$ cat src/rtl/as_fetchstage.sv
// RV64I instruction-fetch stage: PC register, single-outstanding imem handshake
// and the IF/ID pipeline register feeding decode.
module as_fetchstage #(
    parameter int unsigned            ADDR_WIDTH   = 64,
    parameter int unsigned            INSTR_WIDTH  = 32,
    parameter logic [ADDR_WIDTH-1:0]  RESET_VECTOR = '0,
    parameter logic [INSTR_WIDTH-1:0] NOP_INSTR    = INSTR_WIDTH'(32'h0000_0013)
) (
    input  logic                   clk_i,
    input  logic                   rst_i,
    output logic                   imem_req_o,
    output logic [ADDR_WIDTH-1:0]  imem_addr_o,
    input  logic                   imem_gnt_i,
    input  logic                   imem_valid_i,
    input  logic [INSTR_WIDTH-1:0] imem_rdata_i,
    input  logic                   stall_i,
    input  logic                   flush_i,
    input  logic                   redirect_i,
    input  logic [ADDR_WIDTH-1:0]  redirect_pc_i,
    output logic [INSTR_WIDTH-1:0] instr_o,
    output logic [ADDR_WIDTH-1:0]  pc_o,
    output logic [ADDR_WIDTH-1:0]  pc_plus4_o,
    output logic                   valid_o
);

    localparam logic [ADDR_WIDTH-1:0] PC_STEP    = ADDR_WIDTH'(4);
    localparam logic [ADDR_WIDTH-1:0] ALIGN_MASK = ~ADDR_WIDTH'(3);

    typedef enum logic [1:0] {
        ST_REQ  = 2'd0,
        ST_WAIT = 2'd1,
        ST_HOLD = 2'd2,
        ST_DROP = 2'd3
    } state_e;

    state_e                   state_q, state_d;
    logic [ADDR_WIDTH-1:0]    pc_q;
    logic [ADDR_WIDTH-1:0]    pc_inc;
    logic [ADDR_WIDTH-1:0]    hold_pc_q;
    logic [INSTR_WIDTH-1:0]   hold_instr_q;
    logic                     consume;

    logic                     req_c;
    logic [ADDR_WIDTH-1:0]    addr_c;
    logic                     pc_adv_c;
    logic                     load_resp_c;
    logic                     load_hold_c;
    logic                     capture_c;

    assign pc_inc = pc_q + PC_STEP;
    // A flush without redirect only bubbles IF/ID; a response arriving under it is
    // parked in the hold buffer so no instruction is lost.
    assign consume = ~stall_i & ~flush_i;

    always_ff @(posedge clk_i or posedge rst_i) begin
        if (rst_i) begin
            state_q <= ST_REQ;
        end else begin
            state_q <= state_d;
        end
    end

    always_comb begin
        state_d = state_q;
        case (state_q)
            ST_REQ: begin
                if (redirect_i) begin
                    state_d = imem_gnt_i ? ST_DROP : ST_REQ;
                end else if (imem_gnt_i) begin
                    state_d = ST_WAIT;
                end
            end
            ST_WAIT: begin
                if (redirect_i) begin
                    state_d = imem_valid_i ? ST_REQ : ST_DROP;
                end else if (imem_valid_i) begin
                    if (consume) begin
                        state_d = imem_gnt_i ? ST_WAIT : ST_REQ;
                    end else begin
                        state_d = ST_HOLD;
                    end
                end
            end
            ST_HOLD: begin
                if (redirect_i || consume) begin
                    state_d = ST_REQ;
                end
            end
            ST_DROP: begin
                if (imem_valid_i) begin
                    state_d = ST_REQ;
                end
            end
            default: state_d = ST_REQ;
        endcase
    end

    // Request and datapath strobes; back-to-back fetch issues pc_q+4 while the response lands.
    always_comb begin
        req_c       = 1'b0;
        addr_c      = pc_q;
        pc_adv_c    = 1'b0;
        load_resp_c = 1'b0;
        load_hold_c = 1'b0;
        capture_c   = 1'b0;
        case (state_q)
            ST_REQ: begin
                req_c = 1'b1;
            end
            ST_WAIT: begin
                if (!redirect_i && imem_valid_i) begin
                    pc_adv_c = 1'b1;
                    if (consume) begin
                        load_resp_c = 1'b1;
                        req_c       = 1'b1;
                        addr_c      = pc_inc;
                    end else begin
                        capture_c = 1'b1;
                    end
                end
            end
            ST_HOLD: begin
                load_hold_c = ~redirect_i & consume;
            end
            default: ;
        endcase
    end

    assign imem_req_o  = req_c & ~rst_i;
    assign imem_addr_o = addr_c;

    always_ff @(posedge clk_i or posedge rst_i) begin
        if (rst_i) begin
            pc_q         <= RESET_VECTOR;
            hold_pc_q    <= '0;
            hold_instr_q <= NOP_INSTR;
            instr_o      <= NOP_INSTR;
            pc_o         <= '0;
            pc_plus4_o   <= '0;
            valid_o      <= 1'b0;
        end else begin
            if (redirect_i) begin
                pc_q <= redirect_pc_i & ALIGN_MASK;
            end else if (pc_adv_c) begin
                pc_q <= pc_inc;
            end

            if (capture_c) begin
                hold_instr_q <= imem_rdata_i;
                hold_pc_q    <= pc_q;
            end

            // Bubble keeps the old PC pair so decode still sees a coherent (invalid) slot.
            if (redirect_i || flush_i) begin
                instr_o <= NOP_INSTR;
                valid_o <= 1'b0;
            end else if (load_resp_c) begin
                instr_o    <= imem_rdata_i;
                pc_o       <= pc_q;
                pc_plus4_o <= pc_inc;
                valid_o    <= 1'b1;
            end else if (load_hold_c) begin
                instr_o    <= hold_instr_q;
                pc_o       <= hold_pc_q;
                pc_plus4_o <= hold_pc_q + PC_STEP;
                valid_o    <= 1'b1;
            end
        end
    end

endmodule
$ cat config.mk
export PLATFORM = sky130hd
export DESIGN_NAME = as_fetchstage
export DESIGN_NICKNAME = d
export VERILOG_FILES = /design/src/rtl/as_fetchstage.sv
export SDC_FILE = /design/constraint.sdc
export NUM_CORES = 1
export LEC_CHECK = 0
export ABC_AREA = 1
export CAP_MARGIN = 20
export CORE_MARGIN = 2
export CORE_UTILIZATION = 45
export CTS_CLUSTER_SIZE = 28
export DETAILED_ROUTE_END_ITERATION = 6
export PLACE_DENSITY = 0.81
export RECOVER_POWER = 25
export SETUP_SLACK_MARGIN = 0.4
export SYNTH_ARGS = -nofsm -noshare
export SYNTH_HDL_FRONTEND = slang
export SYNTH_SLANG_ARGS = --single-unit
$ cat constraint.sdc
create_clock -name clk_i -period 10.7 [get_ports clk_i]
set_input_delay 2.14 -clock clk_i [delete_from_list [all_inputs] [get_ports clk_i]]
set_output_delay 2.14 -clock clk_i [all_outputs]
set_load 0.05 [all_outputs]
==> metrics.md, run 1 <==
| Metric | Value |
|---|---|
| Outcome | finished, violations left |
| Failing checks | max-capacitance violations, max-slew violations |
| Filler instances | 3,544 |
| Setup bufs post-CTS | 0 |
| CTS Hold Buffers Added | 0 |
| H-tree lvl count | 2 |
| Synth cell types | 44 |
| Sw Share | 47.2% |
| Via density | 5.61 |
| Net Sw Power | 2940 µW |
| Setup Crit Path Kind | in -> out |
| CTS Buf Count | 36 |
| Top layer in use | met4 |
| # setup viols final | 0 |
| Routability congestion estimate | 1.03 |
| Final Non-Filler Cells | 3,298 |
| DR vias | 18,513 |
| Pleak | 0.00962 µW |
| Register area | 7890 µm² |
| Largest net degree at the start of global routing | 159 |
| Area grow syn2layout | 26.5% |
| Initial antenna violation count | 1 |
| First-pass GRT wire length | 106,000 µm |
| Final Cycle Share | 71.2% |
| Cell row count | 72 |
| Detailed Place HPWL | 51,400 µm |
| Worst Skew | 0.0248 ns |
| CP Data Arrival Time | 5.48 ns |
| Post-CTS Resized | 0 |
| Clock power share | 20.3% |
| Worst-skew pair later-pin latency | 0.57 ns |
| Met3 wire len | 7090 µm |
| Sink Count | 315 |
| YS warnings | 0 |
| Total GRT Usage | 34.0% |
| Post-Syn Area per Cell | 7.10 µm² |
| IO Port Bufs | 320 |
| Post-route DRC | 0 |
| Max Freq | 131 MHz |
| CP Launch Type | input pin |
| Synth async-reset ratio | 100% |
| Cell accounting for the most synthesized area | dfrtp_1 |
| Die H | 202 µm |
| DR pass1 iterations | 6 |
| Setup repair after global routing missed its margin | no |
| Die ar. | 40,900 µm² |
| Io pins | 329 |
| Clock transition at path regs | 0.06 ns |
| Post-Synthesis Cells | 2,488 |
| Met2 wire length | 31,500 µm |
| Final #Nets | 2,860 |
| Root Driver | clkbuf_16 |
| Synth Flop Type | dfrtp_1 |
| GR Overflow Total | 0 |
| Initial DRC Count | 1,739 |
| Power Dens Cells | 279 nW/µm² |
| Internal power | 3290 µW |
| CTS tree | done |
| Vias in the first global route | 17,977 |
| MaxCap Viol Count | 3 |
| Final Critical Period | 7.62 ns |
| Syn Std Cell Area | 17,700 µm² |
| Max VDD drop | 0.171 mV |
| Hold/Removal Path Class | reg -> reg |
| Max-slew violations | 234 |
| Dpl cells | 3,235 |
| WL final | 69,800 µm |
| Fraction of layout instances using a drive strength above 1 | 4.50% |
| CP required | 8.56 ns |
| Starting density of the core | 45.6% |
| Critical Path Sink Type | primary output |
| Final hold vios | 0 |
| Multi-input gate area in the final layout | 8590 µm² |
| Yosys top cell area share | 43.8% |
| Setup TNS after final layout | 0 ns |
| CP max FO | 67 |
| Area contributors post-synth | dfrtp_1 (44%), nand2_1 (18%), nor2_1 (8.7%), o21ai_0 (5.0%), inv_1 (4.0%) |
| DRT met1 WL | 28,400 µm |
| Least-Margin Pin Slew | 3.99 ns |
| Maximum clock path buffer count | 3 |
| Antenna viol nets, final | 0 |
| Chip width | 202 µm |
| Post-synth EDFFs | 0 |
| Ant. Diodes | 0 |
| Core area | 38,700 µm² |
| Slew margin rel. | -166% |
| Power share of the sequential group | 34.3% |
| Logic pwr share | 45.4% |
| Register bit total from synthesis | 315 |
| Wirelength per Cell | 21.2 µm |
| Sequential cell area fraction in the yosys report | 44.7% |
-- cell usage after synthesis, types with 5 or more instances --
master / n
dfrtp_1: 309
buf_1: 9
a31oi_1: 20
o211ai_1: 70
clkbuf_1: 62
or2_2: 9
o22ai_1: 59
xnor2_1: 13
o21ai_0: 177
o221ai_1: 22
nor2_2: 9
a21oi_1: 31
inv_1: 187
nor2_4: 5
xor2_1: 41
nor2_1: 411
nand4_1: 19
inv_2: 9
dfstp_2: 6
nor3_1: 6
buf_4: 7
nand2_1: 851
nand3_1: 86
buf_2: 29
-- metal layers --
metal	up-vias	track usage [%]
met5	-	0
met4	0	13.6
met3	115	6.97
met2	952	53.6
met1	8881	46.1
li1	8565	-
-- sequential cells by signal (all words and copies together) (netlist names) --
| signal | count |
|---|---|
| pc_o | 62 |
| pc_plus4_o | 62 |
| instr_o | 32 |
| hold_instr_q | 32 |
| state_q | 2 |
| pc_q | 62 |
| hold_pc_q | 62 |
| valid_o | 1 |
-- critical path: stages --
cell and delay (ns):
buf_2 0.08, buf_4 0.65, inv_2 0.25, nand3_4 0.21, nor2_4 0.05, buf_4 0.28
inv_4 0.61, nor2_1 0.15, a21oi_1 0.19, clkdlybuf4s50_1 0.84
-- through the flow --
stage	cell area [µm²]	total power (µW)	utilization, %	worst slack (ns)	hold WS, ns
3_3_place_gp	21200	4880	54.6	3.14	0.465
6_report	22300	6230	57.7	3.08	0.475
2_1_floorplan	17700	3890	-	4.37	0.453
3_5_place_dp	21200	4950	54.7	3.12	0.465
5_1_grt	22300	6540	57.7	2.95	0.505
4_1_cts	22400	6230	57.8	3.10	0.479
-- power groups by stage --
stage               logic (µW)  registers [µW]  clock network, µW
floorplan                 1080            2810                  0
global route              3020            2190               1330
detailed placement        2810            2130                  0
finish                    2830            2140               1260
CTS                       2830            2120               1280
global placement          2770            2110                  0
-- worst paths after layout --
check                      slack (ns)                    endpoint  cells after the start                        from
max                              3.08              imem_addr_o[5]                     10                  redirect_i
min                              0.47  pc_plus4_o[51]$_DFFE_PP0P_                      2  pc_plus4_o[51]$_DFFE_PP0P_
max reg2reg                      6.17     instr_o[12]$_DFFE_PP0P_                     13      state_q[1]$_DFFE_PP0P_
min reg2reg                      0.47  pc_plus4_o[51]$_DFFE_PP0P_                      2  pc_plus4_o[51]$_DFFE_PP0P_
max in group asynchronous        4.01   hold_pc_q[26]$_DFFE_PP0P_                      3                       rst_i
min in group asynchronous        2.25     instr_o[19]$_DFFE_PP0P_                      2                       rst_i
-- area by class of cell --
class	count	share of cell area (%)
clock inverters	16	0.806
repair buffers	333	14.7
inverters	196	3.31
multi-input cells	1873	38.4
clock buffers	47	4.53
well taps	518	2.90
flip-flops and latches	315	35.3
-- kinds of logic after synthesis --
group                    Yosys count  share of synthesized area [%]
multiplexers                       3                          0.191
buffers and inverters            305                           6.92
adder cells (fa/ha/maj)            2                          0.142
XOR/XNOR                          54                           2.68
AND/OR/NAND/NOR                 1409                           31.7
other                              1                         0.0212
flip-flops                       315                           44.7
AO/OA/AOI/OAI                    399                           13.7
-- layout by cell type, fill, tap and decap left out, types with 4 or more instances in the layout --
| master | n |
|---|---|
| conb_1 | 6 |
| dfrtp_1 | 309 |
| o21ai_0 | 177 |
| xnor2_1 | 13 |
| clkbuf_8 | 7 |
| nor2_2 | 9 |
| nor2_4 | 5 |
| a31oi_1 | 20 |
| xor2_1 | 41 |
| clkbuf_1 | 6 |
| or2_2 | 9 |
| nor3_1 | 6 |
| dfstp_2 | 6 |
| a21oi_1 | 31 |
| o221ai_1 | 22 |
| nand3b_1 | 4 |
| o22ai_1 | 59 |
| clkdlybuf4s50_1 | 318 |
| buf_4 | 10 |
| nor2_1 | 411 |
| inv_1 | 186 |
| nand2_1 | 849 |
| clkbuf_16 | 36 |
| nand3_1 | 86 |
| nand2_4 | 4 |
| inv_2 | 8 |
| clkinv_2 | 6 |
| o211ai_1 | 70 |
| nand4_1 | 19 |
| o21ai_1 | 4 |
(Power assumes the default switching activity.)
==> run 2: changes to the inputs <==
Clock period 10.7 ns to 6.84 ns, I/O delays scaled along.
==> metrics.md, run 2 (synthesized netlist as in run 1, its figures left out) <==
| Metric | Value |
|---|---|
| Outcome | finished, violations left |
| Failing checks | max-capacitance violations, max-slew violations |
| FF-to-FF setup slack | 3.12 ns |
| Maximum clock path buffer count | 3 |
| Max Freq | 176 MHz |
| Most common cell after layout, fill and taps aside | nand2_1 |
| Detailed Place HPWL | 52,200 µm |
| Final #Nets | 2,860 |
| Wirelength per Cell | 21.1 µm |
| Multi-input gate area in the final layout | 8590 µm² |
| Setup TNS after final layout | 0 ns |
| Via density | 5.59 |
| CP max FO | 101 |
| Slew margin rel. | -125% |
| Vias in the first global route | 17,735 |
| Root Driver | clkbuf_16 |
| CP Launch Type | input pin |
| Setup WS pre-CTS | 1.39 ns |
| Power, Total | 9710 µW |
| Clock transition at path regs | 0.06 ns |
| Critical Path Sink Type | primary output |
| Met3 wire len | 6100 µm |
| Critical Path Slowest Stage Cell | clkdlybuf4s50_1 |
| Final Cycle Share | 83.0% |
| H-tree lvl count | 2 |
| Min-delay src | pc_plus4_o[30]$_DFFE_PP0P_ |
| Final worst slack | 1.17 ns |
| WL final | 69,600 µm |
| Sink Count | 315 |
| Max VDD drop | 0.250 mV |
| CTS Hold Buffers Added | 0 |
| Worst Skew | 0.0165 ns |
| Hold endpoint | pc_plus4_o[30]$_DFFE_PP0P_ |
| CP required | 5.47 ns |
| # setup viols final | 0 |
| Die H | 202 µm |
| Die ar. | 40,900 µm² |
| DR vias | 18,445 |
| Least-Margin Pin Slew | 3.38 ns |
| Top layer in use | met4 |
| GR Overflow Total | 0 |
| CTS tree | done |
| Cells along the critical path | dlygate4sd3_1 -> nor2_1 -> inv_1 -> nor2_4 -> buf_12 -> nand2_1 -> o21ai_0 -> clkdlybuf4s50_1 |
| Hold/Removal Path Class | reg -> reg |
| Chip width | 202 µm |
| Filler instances | 3,610 |
| Cell row count | 72 |
| Routability congestion estimate | 0.991 |
| CTS Buf Count | 35 |
| Area grow syn2layout | 26.6% |
| Setup bufs post-CTS | 0 |
| Initial antenna violation count | 0 |
| Final Critical Period | 5.67 ns |
| Ant. Diodes | 0 |
| Final hold vios | 0 |
| Fraction of layout instances using a drive strength above 1 | 4.42% |
| Reg2reg start | state_q[1]$_DFFE_PP0P_ |
| Pleak | 0.00963 µW |
| DRT met1 WL | 30,100 µm |
| MaxCap Viol Count | 1 |
| CP Data Arrival Time | 4.31 ns |
| Hold path depth | 2 |
| Setup Crit Path Kind | in -> out |
| Met2 wire length | 31,100 µm |
| Starting density of the core | 45.6% |
| Finished Cell Area | 22,400 µm² |
| Post-route DRC | 0 |
| Antenna viol nets, final | 0 |
| Post-CTS Resized | 0 |
| DR pass1 iterations | 5 |
| Core area | 38,700 µm² |
| Initial DRC Count | 1,734 |
| Worst-skew pair later-pin latency | 0.54 ns |
| Power Dens Cells | 434 nW/µm² |
| First-pass GRT wire length | 106,000 µm |
| Worst R2R End | pc_plus4_o[47]$_DFFE_PP0P_ |
| Total GRT Usage | 33.8% |
| IO Port Bufs | 320 |
| Slowest stage delay, CP | 0.92 ns |
| Setup repair after global routing missed its margin | no |
| Largest net degree at the start of global routing | 173 |
| R2R cell count | 12 |
| Register area | 7890 µm² |
| Max-slew violations | 62 |
| Io pins | 329 |
| Most frequent cells in the layout | nand2_1 (849), nor2_1 (411), clkdlybuf4s50_1 (317) |
| DP Area | 21,200 µm² |
==> run 2: worst max path at each step <==
stage | startpoint | end | slack (ns) | cells after the start
finish | flush_i | imem_addr_o[44] | 1.17 | 8
global route | flush_i | imem_addr_o[44] | 1.13 | 8
CTS | flush_i | imem_addr_o[47] | 1.39 | 8
detailed placement | flush_i | imem_addr_o[44] | 1.39 | 8
global placement | flush_i | imem_addr_o[47] | 1.43 | 8
floorplan | rst_i | hold_instr_q[10]$_DFFE_PP0P_ | 1.28 | 1
==> run 2: power by group <==
| part | total [µW] | leakage, µW | internal, µW | switching (µW) |
|---|---|---|---|---|
| combinational | 4430 | 0.00516 | 1430 | 3000 |
| clock | 1940 | 0.000578 | 1150 | 792 |
| sequential | 3340 | 0.00389 | 2590 | 752 |
==> run 2: metal layers <==
metal  GRT usage [%]  vias up
met5               0        -
met3            6.18      122
li1                -     8551
met2            53.0      894
met4            10.4        0
met1            47.8     8878
==> run 2: cell type report <==
cell class / instances / area share, %
multi-input combinational: 1873 / 38.4
sequential: 315 / 35.3
timing repair buffer: 334 / 14.9
clock buffer: 53 / 4.76
inverter: 196 / 3.31
tap: 518 / 2.90
clock inverter: 9 / 0.487
==> run 2: stage by stage <==
stage | cells | util, % | hold slack, ns
after CTS | 3298 | 57.7 | 0.482
after floorplan | 2493 | - | 0.453
after detailed placement | 3236 | 54.7 | 0.464
after global placement | 3236 | 54.7 | 0.462
after global routing | 3298 | 57.7 | 0.503
final | 3298 | 57.7 | 0.479
==> run 2: critical path, delay by kind of cell <==
kind	cells	cell delay [ns]
buf+inv	4	2.05
compound gates	1	0.26
simple gates	3	0.58
